[config.mk]
export PLATFORM = sky130hd
export DESIGN_NAME = regfile_access_arbiter
export DESIGN_NICKNAME = d
export VERILOG_FILES = /design/src/rtl/regarb_pkg.sv /design/src/rtl/regarb_sat_counter.sv /design/src/rtl/regfile_access_arbiter.sv
export SDC_FILE = /design/constraint.sdc
export NUM_CORES = 1
export LEC_CHECK = 0
export ABC_AREA = 1
export CAP_MARGIN = 20
export CORE_MARGIN = 1
export CORE_UTILIZATION = 33
export DETAILED_ROUTE_END_ITERATION = 12
export PLACE_DENSITY_LB_ADDON = 0.2
export SYNTH_ARGS = -nofsm -noshare
export SYNTH_HDL_FRONTEND = slang
export SYNTH_HIERARCHICAL = 1
export SYNTH_SLANG_ARGS = --single-unit
[constraint.sdc]
create_clock -name clock -period 2.6 [get_ports clock]
set_input_delay 0.26 -clock clock [delete_from_list [all_inputs] [get_ports clock]]
set_output_delay 0.26 -clock clock [all_outputs]
set_load 0.01 [all_outputs]
[src/rtl/regarb_pkg.sv]
// Shared types and widths for the regfile access arbiter between the processor
// and the test/debug port.
package regarb_pkg;

   localparam int REG_ADDR_W = 5;
   localparam int REG_DATA_W = 32;

   typedef enum logic [1:0] {
      PROC   = 2'd0,
      DRAIN  = 2'd1,
      ACCESS = 2'd2,
      ACK    = 2'd3
   } arbState_e;

   function automatic logic testOwns(input arbState_e s);
      return (s == ACCESS) || (s == ACK);
   endfunction

endpackage

[src/rtl/regarb_sat_counter.sv]
// Loadable up/down counter that sticks at MAX when counting up and at zero when
// counting down; load wins over inc, inc wins over dec.
module regarb_sat_counter #(
   parameter int            W   = 4,
   parameter logic [W-1:0]  MAX = '1
) (
   input  logic         clock,
   input  logic         reset,
   input  logic         load,
   input  logic [W-1:0] loadValue,
   input  logic         inc,
   input  logic         dec,
   output logic [W-1:0] count
);

   localparam logic [W-1:0] ONE = W'(1);

   always_ff @(posedge clock or negedge reset) begin
      if (!reset) begin
         count <= '0;
      end else if (load) begin
         count <= loadValue;
      end else if (inc && (count != MAX)) begin
         count <= count + ONE;
      end else if (dec && (count != '0)) begin
         count <= count - ONE;
      end
   end

endmodule

[src/rtl/regfile_access_arbiter.sv]
// Hands the single regfile to the test port through a req/ack handshake, stalling
// the processor at a safe point and bounding both burst length and processor dwell.
module regfile_access_arbiter
   import regarb_pkg::*;
#(
   parameter int HOLD_MAX = 8,
   parameter int PROC_MIN = 4
) (
   input  logic                  clock,
   input  logic                  reset,
   input  logic                  p_we,
   input  logic [REG_ADDR_W-1:0] p_wreg,
   input  logic [REG_DATA_W-1:0] p_wdata,
   input  logic [REG_ADDR_W-1:0] p_rega,
   input  logic [REG_ADDR_W-1:0] p_regb,
   output logic                  p_stall,
   input  logic                  t_req,
   input  logic                  t_we,
   input  logic [REG_ADDR_W-1:0] t_reg,
   input  logic [REG_DATA_W-1:0] t_wdata,
   output logic                  t_gnt,
   output logic                  t_ack,
   output logic [REG_DATA_W-1:0] t_rdata,
   output logic                  r_we,
   output logic [REG_ADDR_W-1:0] r_wreg,
   output logic [REG_ADDR_W-1:0] r_rega,
   output logic [REG_ADDR_W-1:0] r_regb,
   output logic [REG_DATA_W-1:0] r_wdata,
   input  logic [REG_DATA_W-1:0] r_rdataA
);

   localparam int BURST_W = $clog2(HOLD_MAX + 1);
   localparam int DWELL_W = (PROC_MIN > 1) ? $clog2(PROC_MIN) : 1;
   localparam logic [BURST_W-1:0] BURST_CAP = BURST_W'(HOLD_MAX);
   // The PROC entry cycle is itself a processor cycle, so the counter holds the
   // number of further PROC cycles still owed before a new DRAIN may start.
   localparam logic [DWELL_W-1:0] DWELL_LOAD = DWELL_W'((PROC_MIN > 0) ? PROC_MIN - 1 : 0);

   arbState_e          state;
   arbState_e          nextState;
   logic [BURST_W-1:0] burstCount;
   logic [DWELL_W-1:0] dwellCount;
   logic               dwellLoad;

   // State register; reset drops any access in flight straight back to PROC.
   always_ff @(posedge clock or negedge reset) begin
      if (!reset) begin
         state <= PROC;
      end else begin
         state <= nextState;
      end
   end

   // Next-state logic for the handshake and burst/dwell limits.
   always_comb begin
      nextState = state;
      case (state)
         PROC:    if (t_req && (dwellCount == '0)) nextState = DRAIN;
         DRAIN:   nextState = t_req ? ACCESS : PROC;
         ACCESS:  nextState = ACK;
         ACK:     nextState = (t_req && (burstCount < BURST_CAP)) ? ACCESS : PROC;
         default: nextState = PROC;
      endcase
   end

   assign dwellLoad = (nextState == PROC) && ((state == ACK) || (state == DRAIN));

   regarb_sat_counter #(
      .W   (BURST_W),
      .MAX (BURST_CAP)
   ) burstCounter (
      .clock     (clock),
      .reset     (reset),
      .load      (state == PROC),
      .loadValue ('0),
      .inc       (state == ACCESS),
      .dec       (1'b0),
      .count     (burstCount)
   );

   regarb_sat_counter #(
      .W   (DWELL_W),
      .MAX (DWELL_LOAD)
   ) dwellCounter (
      .clock     (clock),
      .reset     (reset),
      .load      (dwellLoad),
      .loadValue (DWELL_LOAD),
      .inc       (1'b0),
      .dec       (state == PROC),
      .count     (dwellCount)
   );

   assign p_stall = (state != PROC);
   assign t_gnt   = testOwns(state);
   assign t_ack   = (state == ACK);

   // Regfile port steering; DRAIN keeps forwarding so an in-flight write lands.
   always_comb begin
      r_we    = p_we;
      r_wreg  = p_wreg;
      r_wdata = p_wdata;
      r_rega  = p_rega;
      r_regb  = p_regb;
      case (state)
         ACCESS: begin
            r_we    = t_we;
            r_wreg  = t_reg;
            r_wdata = t_wdata;
            r_rega  = t_reg;
         end
         ACK: begin
            r_we = 1'b0;
         end
         default: begin
         end
      endcase
   end

   // Read result is captured as ACCESS ends and held until the next test read.
   always_ff @(posedge clock or negedge reset) begin
      if (!reset) begin
         t_rdata <= '0;
      end else if ((state == ACCESS) && !t_we) begin
         t_rdata <= r_rdataA;
      end
   end

endmodule

=== Word-level counts from Yosys, hierarchy flattened ===
Index checks and enable logic that the tools add are counted.

* Bits in registers: 40
* Output and inout bits: 83

* $add $sub $neg: 2
* $lt $le $gt $ge: 1
* Eq/ne operators: 4
* Muxes and demuxes: 12
* Reductions and logical operators: 16

{| class="wikitable"
|+ Operators with widths
! cell !! count
|-
| 32-bit two-way mux || 1
|-
| 2-bit two-way mux || 5
|-
| 5-bit two-way mux || 2
|-
| 4-bit two-way mux || 2
|-
| 2-bit one-hot mux with 4 select lines || 1
|-
| 2-bit nonzero test || 4
|-
| 1-bit logical AND || 6
|-
| 2-bit logical NOT || 3
|-
| 4-bit by 1-bit adder with 4-bit output, second input constant || 1
|-
| 2-bit == test, second input constant || 2
|-
| 4-bit < comparator, second input constant || 1
|-
| 4-bit inequality test, second input constant || 1
|-
| 2-bit by 1-bit == test with 1-bit output, second input constant || 1
|-
| 1-bit logical OR || 2
|-
| 1-bit one-hot mux with 2 select lines || 1
|-
| 2-bit by 1-bit subtractor with 2-bit output, second input constant || 1
|-
| 1-bit logical NOT || 1
|}

=== Logic depth before layout (Yosys ltp) ===
Gate-level depths: netlist of run 1.

* Depth after elaboration: 7
* Mapped depth: 15

=== By module ===
The synthesis of run 1 kept the hierarchy.

{| class="wikitable"
|+ Modules (own cells, without submodules)
! module !! instances !! cells an instance !! area an instance (µm²)
|-
| regfile_access_arbiter || 1 || 298 || 2001.9
|-
| regarb_sat_counter (burstCounter) || 1 || 48 || 346.6
|-
| regarb_sat_counter (dwellCounter) || 1 || 21 || 148.9
|}

=== Least setup slack after synthesis of run 1 ===
No wires, ideal clock.

* Path type: register -> register
* Start: register state[0]
* End: register burstCounter.count[2]
* Setup time: 129 ps
* Arrival time: 2041 ps
* Data required time: 2471 ps
* Path slack: 430 ps
* Cell stages (with the launch flop): 12
* Path buffers: 1
* Cells stage by stage: dfrtp_1 > inv_2 > nand2_4 > inv_2 > buf_2 > inv_1 > a21oi_2 > inv_1 > fa_1 > or2_2 > a22oi_1 > o21ai_0

* Longest elaborated chain between the ends: 3

{| class="wikitable"
|+ RTL lines
! element !! line !! text
|-
| from (decl) || regfile_access_arbiter.sv:39 || <nowiki>arbState_e state;</nowiki>
|-
| from (signal assigned) || regfile_access_arbiter.sv:50 || <nowiki>state <= nextState;</nowiki>
|-
| 2-bit == test || regfile_access_arbiter.sv:76 || <nowiki>.inc (state == ACCESS),</nowiki>
|-
| 1-bit logical AND || regarb_sat_counter.sv:23 || <nowiki>end else if (inc && (count != MAX)) begin</nowiki>
|-
| 2-bit nonzero test (no source line) || - ||
|-
| to (signal assigned) || regarb_sat_counter.sv:22 || <nowiki>count <= loadValue;</nowiki>
|-
| to (signal assigned) || regarb_sat_counter.sv:24 || <nowiki>count <= count + ONE;</nowiki>
|-
| to (signal assigned) || regarb_sat_counter.sv:26 || <nowiki>count <= count - ONE;</nowiki>
|-
| to (decl) || regarb_sat_counter.sv:13 || <nowiki>output logic [W-1:0] count</nowiki>
|}

Parallel ways exist; a longest one is shown, timed or not.
A chain may end at the register's enable or synchronous reset.

=== Final worst setup path of run 1 ===
* Start: register state[0]
* End: output r_wreg[1]

* Longest elaborated chain between the ends: 2

{| class="wikitable"
|+ RTL lines
! element !! line !! text
|-
| 2-bit == test || regfile_access_arbiter.sv:105 || <nowiki>case (state)</nowiki>
|-
| 5-bit two-way mux || regfile_access_arbiter.sv:105 ||
|-
| to (decl) || regfile_access_arbiter.sv:25 || <nowiki>output logic [REG_ADDR_W-1:0] r_wreg,</nowiki>
|}

Every way passes these cells.

==> metrics.cfg, run 1 <==
[min_path]
hold_path.class=in2async

[floorplan]
die_x_um=89.0
rows=31
coreArea_um2=7290
die_y_um=89.0
ios=204
initial_utilization=0.342
die_area_um2=7920

[critical_path]
timing.critical_path.required_ns=2.34
critical_path_arrival_ns=2.15
cp-end-kind=primary output
crit_fanout=21
ff2ff_path_depth=10
worst-r2r-setup-slack_ns=0.30
critPathMaxStageDelay_ns=0.54
worstSetupPathType=reg2out
path_cells=inv_2 -> nand2_4 -> inv_2 -> buf_4 -> nand2_1 -> nand2_1 -> clkdlybuf4s50_1
rr_endpoint=burstCounter/count[2]$_DFFE_PN0P_
rr_startpoint=state[0]$_DFF_PN0_
startpoint=state[0]$_DFF_PN0_
slowest_stage=clkdlybuf4s50_1
startpoint_type=register

[power_and_ir_drop]
vdd.ir_drop.worst_uv=538
power_mw=4.58
p_leak_nw=2.21
pwr_density_cell_nw_per_um2=1000

[clock_tree]
root_buffer=clkbuf_8
cts_tree=built
cts_buffers=5
cts_sinks=40
clock_path_buffers=2
cts_resized=0
clock_latency_ns=0.30
ctsHoldBuffers=0
htree_levels=2
post_cts_buffers=0
clkTransAtPathRegs_ns=0.08

[logic_synthesis]
synth.most_common_cell=nand2_1
synth_top_cells_by_area=dfrtp_1 40%, nand2_1 32%, nand4_1 8.0%, buf_2 2.4%, buf_4 1.8%
synth-warning-count=6
synth.distinct_cells=30
seq_area_frac_synth=0.401
ys_async_sr_fraction=1.00
syn-cell-area_um2=2500
synth-edff-count=0
synth_top_flop_cell=dfrtp_1
synth_top_cell_area_share=0.401
yosys.area.top_type=dfrtp_1
synth.avg_cell_area_um2=6.80
ys_top_cells_by_count=210 x nand2_1, 40 x dfrtp_1, 32 x nand4_1
synth-seq-cells=40
synth_cells=367

[final_layout]
drive_gt1_frac=0.0576
seq_area_um2=1000
area_delta_synth_final_pct=82.9
insertedDiodeCount=0
final_util=0.626
multiInputGateArea_um2=1320
stdcell_count=655
final_nets=679
nFillCells=661

[drt]
drtAntennaViolNets=0
drtPass1Iterations=4
wl_per_cell_um=13.9
wirelength_um=9120
drc=0
drt_first_iter_violations=88
vias=3064
vias_per_cell=4.68

[timing]
finalCritPeriodShare=0.928
fin_hold_ws_ns=0.0772
rsz0062_at_grt=no
finalSetupTns_ns=0
worst_slew_pin_slew_ns=0.891
maxSlewViolCount=0
setup_viol=0
slew-limit-headroom=0.406
fmax_mhz=414
hold_viol=0
post-route-min-period_ns=2.41
clock_skew_ns=0.00686

[grt]
use_met2=0.333
grt_use_met1=0.304
grt_pass1_wl_um=13300
grt_pass1_vias=2780
busiest_layer=met2
grt_use_met3=0.0591
overflow=0
grt_antenna_before_repair=0
groute.usage.overall=0.217
grt_max_degree=46

[status]
status=complete, no violations

[placement]
dp_cells=647
hpwl_um=6750
numPortBuffers=193
place_congestion=0.766

[flow_run]
maxCapViolCount=0

==> registers in the layout, summed over array words and instances, names as in the netlist <==
signal              cells
t_rdata                32
burstCounter/count      4
dwellCounter/count      2
state                   2
==> final cells by class <==
class / instances / share of cell area
multi-input cells: 295 / 0.288
inverters: 13 / 0.0107
clock inverters: 2 / 0.00329
repair buffers: 200 / 0.433
well taps: 99 / 0.0271
clock buffers: 6 / 0.0181
flip-flops and latches: 40 / 0.219
==> per-layer routing <==
metal,wire (um),share of wire,vias up
met3,808,0.089,9
met4,72,0.0079,0
li1,-,-,1521
met2,4220,0.46,134
met5,0,0,-
met1,4010,0.44,1400
==> worst max-delay path by stage <==
stage,endpoint,slack (ns),depth (start not counted)
2_1_floorplan,burstCounter/count[2]$_DFFE_PN0P_,0.43,11
3_3_place_gp,burstCounter/count[2]$_DFFE_PN0P_,0.45,10
3_5_place_dp,burstCounter/count[2]$_DFFE_PN0P_,0.36,10
4_1_cts,r_rega[1],0.21,7
5_1_grt,r_wreg[2],0.03,7
6_report,r_wreg[1],0.19,7
==> report_power, final <==
group | total [mW] | switching (mW) | internal [mW] | leakage [nW]
sequential | 1.12 | 0.207 | 0.916 | 0.497
combinational | 3.01 | 1.53 | 1.48 | 1.67
clock | 0.448 | 0.233 | 0.215 | 0.0434
total | 4.58 | 1.97 | 2.62 | 2.21
==> through the flow <==
| stage | cell area [um^2] | setup slack (ns) |
|---|---|---|
| after floorplan | 2530 | 0.430 |
| after global placement | 4470 | 0.451 |
| after detailed placement | 4470 | 0.363 |
| after global routing | 4570 | 0.0332 |
| final | 4570 | 0.187 |
| after CTS | 4570 | 0.210 |
==> cell families after synthesis <==
family / count (synthesis) / synth area share
AOI/OAI and AO/OA: 13 / 0.0346
adders and majority gates: 3 / 0.0180
buffers and inverters: 40 / 0.0842
DFF: 40 / 0.401
muxes: 1 / 0.00401
other: 2 / 0.00301
and+or+nand+nor: 268 / 0.455
==> layout by cell type, fill, tap and decap left out <==
cell type / n
a21oi_1: 5
a21oi_2: 1
a21oi_4: 1
a22oi_1: 1
buf_2: 1
buf_4: 7
clkbuf_8: 6
clkdlybuf4s50_1: 192
clkinv_1: 1
clkinvlp_4: 2
conb_1: 10
dfrtp_1: 40
fa_1: 1
ha_1: 2
inv_1: 9
inv_2: 3
mux2i_1: 1
nand2_1: 210
nand2_2: 3
nand2_4: 1
nand3_1: 8
nand3_2: 1
nand4_1: 32
nor2_1: 7
nor2_2: 4
nor2_4: 1
o21a_1: 1
o21ai_0: 3
o22ai_1: 1
or2_2: 1
==> worst max-delay path: cells and delay by family (launching register included) <==
family                 cells  cell delay [ns]
and+or+nand+nor            3             0.26
buffers and inverters      4             1.15
DFF                        1             0.43
No activity file was read; power rests on OpenSTA's default activity.
==> run 2: changes to the inputs <==
--- a/config.mk
+++ b/config.mk
@@ -8,10 +8,9 @@
 export ABC_AREA = 1
 export CAP_MARGIN = 20
 export CORE_MARGIN = 1
-export CORE_UTILIZATION = 33
+export CORE_UTILIZATION = 31
 export DETAILED_ROUTE_END_ITERATION = 12
 export PLACE_DENSITY_LB_ADDON = 0.2
 export SYNTH_ARGS = -nofsm -noshare
 export SYNTH_HDL_FRONTEND = slang
-export SYNTH_HIERARCHICAL = 1
 export SYNTH_SLANG_ARGS = --single-unit
==> run 2 against run 1 <==
Effect of this change: utilization down 0.18 points; final cell count shrank 7.2%; global-route usage is 1.1 points lower; highest routed layer unchanged.
==> metrics.cfg, run 2 <==
[placement]
place_ws_ns=0.399  ; was 0.363 ns
numPortBuffers=193  ; unchanged
dp_cells=600  ; was 647
hpwl_um=6140  ; was 6750 um
place_congestion=0.822  ; was 0.766

[grt]
grt_antenna_before_repair=0  ; unchanged
groute.usage.overall=0.206  ; was 0.217
overflow=0  ; unchanged
grt_pass1_vias=2633  ; was 2780
grt_max_degree=43  ; was 46
grt_pass1_wl_um=12200  ; was 13300 um

[floorplan]
die_y_um=87.5  ; was 89.0 um
initial_utilization=0.328  ; was 0.342
die_x_um=87.5  ; was 89.0 um
ios=204  ; unchanged
coreArea_um2=6910  ; was 7290 um^2
rows=30  ; was 31
die_area_um2=7650  ; was 7920 um^2

[power_and_ir_drop]
p_clk_frac=0.121  ; was 0.098
vdd.ir_drop.worst_uv=367  ; was 538 uV
pwr_density_cell_nw_per_um2=970  ; was 1000 nW/um^2
power.share.switching=0.395  ; was 0.429
p_leak_nw=2.10  ; was 2.21 nW
comb_power_share=0.622  ; was 0.657
switching_power_mw=1.65  ; was 1.97 mW
p_int_mw=2.53  ; was 2.62 mW
seqPwrFrac=0.257  ; was 0.245
power_mw=4.18  ; was 4.58 mW

[final_layout]
largest_register=t_rdata  ; unchanged
final_common_cell=nand2_1  ; unchanged
insertedDiodeCount=0  ; unchanged
area_delta_synth_final_pct=90.4  ; was 82.9%
stdcell_count=608  ; was 655
final_nets=635  ; was 679
drive_gt1_frac=0.0352  ; was 0.0576
reg_top3=t_rdata: 32 flops, burstCounter.count: 4 flops  ; was t_rdata: 32 flops, burstCounter/count: 4 flops
largest_reg_flops=32  ; unchanged
layout_common_cells=198 x nand2_1, 192 x clkdlybuf4s50_1, 43 x nand3_1  ; was 210 x nand2_1, 192 x clkdlybuf4s50_1, 40 x dfrtp_1
final_util=0.624  ; was 0.626

[logic_synthesis]
synth-seq-cells=40  ; unchanged
yosys.area.top_type=dfrtp_1  ; unchanged
synth_cells=329  ; was 367
synth.avg_cell_area_um2=6.88  ; was 6.80 um^2
seq_area_frac_synth=0.442  ; was 0.401
synth-warning-count=0  ; was 6
ys_top_cells_by_count=198 x nand2_1, 43 x nand3_1, 40 x dfrtp_1  ; was 210 x nand2_1, 40 x dfrtp_1, 32 x nand4_1
synth.distinct_cells=17  ; was 30
synth_top_flop_cell=dfrtp_1  ; unchanged
synth.most_common_cell=nand2_1  ; unchanged
synth_top_cells_by_area=dfrtp_1 44%, nand2_1 33%, nand3_1 9.5%, buf_2 2.2%, buf_6 2.0%  ; was dfrtp_1 40%, nand2_1 32%, nand4_1 8.0%, buf_2 2.4%, buf_4 1.8%
synth_top_cell_area_share=0.442  ; was 0.401
synth_nets=453
synth-edff-count=0  ; unchanged
ys_async_sr_fraction=1.00  ; unchanged
syn-cell-area_um2=2260  ; was 2500 um^2

[critical_path]
rr_startpoint=state[0]$_DFF_PN0_  ; unchanged
critical_path_arrival_ns=2.16  ; was 2.15 ns
timing.critical_path.required_ns=2.34  ; about the same
cp-end-kind=primary output  ; unchanged
worstSetupPathType=reg2out  ; unchanged
crit_fanout=24  ; was 21
worst-r2r-setup-slack_ns=0.38  ; was 0.30 ns
rr_endpoint=t_rdata[3]$_DFFE_PN0P_  ; was burstCounter/count[2]$_DFFE_PN0P_
startpoint_type=register  ; unchanged
ff2ff_path_depth=6  ; was 10

[timing]
hold_viol=0  ; unchanged
fin_ws_ns=0.179  ; was 0.187 ns
clock_skew_ns=0.00271  ; was 0.00686 ns
post-route-min-period_ns=2.42  ; was 2.41 ns
slew-limit-headroom=0.405  ; was 0.406
fmax_mhz=413  ; was 414 MHz
setup_viol=0  ; unchanged
worst_slew_pin_slew_ns=0.893  ; was 0.891 ns
finalSetupTns_ns=0  ; unchanged
finalCritPeriodShare=0.931  ; was 0.928
rsz0062_at_grt=no  ; unchanged
maxSlewViolCount=0  ; unchanged

[drt]
vias_per_cell=4.48  ; was 4.68
wl_per_cell_um=13.2  ; was 13.9 um
vias=2724  ; was 3064
drt_first_iter_violations=94  ; was 88
drtPass1Iterations=4  ; unchanged
drc=0  ; unchanged
drtAntennaViolNets=0  ; unchanged
wirelength_um=8020  ; was 9120 um

[clock_tree]
clock_path_buffers=2  ; unchanged
cts_sinks=40  ; unchanged
cts_tree=built  ; unchanged
cts_resized=0  ; unchanged
cts_buffers=5  ; unchanged
ctsHoldBuffers=0  ; unchanged
post_cts_buffers=0  ; unchanged
htree_levels=2  ; unchanged
root_buffer=clkbuf_8  ; unchanged
clock_latency_ns=0.29  ; was 0.30 ns
clkTransAtPathRegs_ns=0.08  ; about the same

[flow_run]
maxCapViolCount=0  ; unchanged

[status]
status=complete, no violations  ; unchanged

[min_path]
hold_path.class=in2async  ; unchanged

-- run 2: kinds of logic (layout without fill, tap and decap cells) --
group,Yosys count,after routing,share of synthesized area
buffers and inverters,35,218,0.0851
DFF,40,40,0.442
AOI/OAI and AO/OA,5,5,0.0122
adders and majority gates,3,3,0.0166
and+or+nand+nor,245,245,0.440
xor gates and xnor gates,1,1,0.00387
-- run 2: power by group through the flow --
stage / clock [mW] / combinational, mW / sequential, mW
after detailed placement: 0 / 2.62 / 1.08
after global placement: 0 / 2.58 / 1.08
after global routing: 0.535 / 2.86 / 1.11
final: 0.506 / 2.60 / 1.07
after floorplan: 0 / 1.13 / 1.18
after CTS: 0.513 / 2.64 / 1.08
-- run 2: routing by layer --
| metal | global-route usage | routed length (um) | up-vias |
|---|---|---|---|
| li1 | - | - | 1373 |
| met1 | 0.241 | 3120 | 1222 |
| met2 | 0.364 | 4060 | 119 |
| met3 | 0.0588 | 730 | 10 |
| met4 | 0.0581 | 115 | 0 |
| met5 | 0 | 0 | - |
-- run 2: how the worst max path moves through the flow --
stage                                         end          startpoint  depth (start not counted)
after floorplan                              r_we  state[0]$_DFF_PN0_                          3
after global placement    t_rdata[12]$_DFFE_PN0P_  state[1]$_DFF_PN0_                          7
after detailed placement   t_rdata[2]$_DFFE_PN0P_  state[0]$_DFF_PN0_                          6
after CTS                               r_wreg[0]  state[1]$_DFF_PN0_                          7
after global routing                  r_wdata[19]  state[1]$_DFF_PN0_                          7
final                                 r_wdata[19]  state[1]$_DFF_PN0_                          7
-- run 2: per-stage QoR --
stage	hold slack [ns]	instance area, um^2
6_report	0.0869	4310
5_1_grt	0.154	4310
4_1_cts	0.118	4310
3_5_place_dp	0.439	4200
3_3_place_gp	0.431	4200
2_1_floorplan	-0.0356	2260
-- run 2: critical path, stage by stage (launching register included) --
cell	delay [ns]
dfrtp_1	0.42
inv_2	0.15
nor2_8	0.04
inv_2	0.29
buf_4	0.27
nand2_1	0.07
nand2_1	0.08
clkdlybuf4s50_1	0.54
-- run 2: final cells by class --
cell class / count / area (um^2)
fill: 645 / 2590
timing repair buffer: 198 / 1960
multi-input combinational: 254 / 1070
sequential: 40 / 1000
tap: 96 / 120
clock buffer: 5 / 68.8
inverter: 12 / 45.0
clock inverter: 3 / 42.5
==> run 3: changes to the inputs <==
--- a/config.mk
+++ b/config.mk
@@ -11,6 +11,7 @@
 export CORE_UTILIZATION = 31
 export DETAILED_ROUTE_END_ITERATION = 12
 export PLACE_DENSITY_LB_ADDON = 0.2
+export SLEW_MARGIN = 5
 export SYNTH_ARGS = -nofsm -noshare
 export SYNTH_HDL_FRONTEND = slang
 export SYNTH_SLANG_ARGS = --single-unit
==> results of run 3 <==
No change in the layout: final DEF, timing and power equal those of run 2.
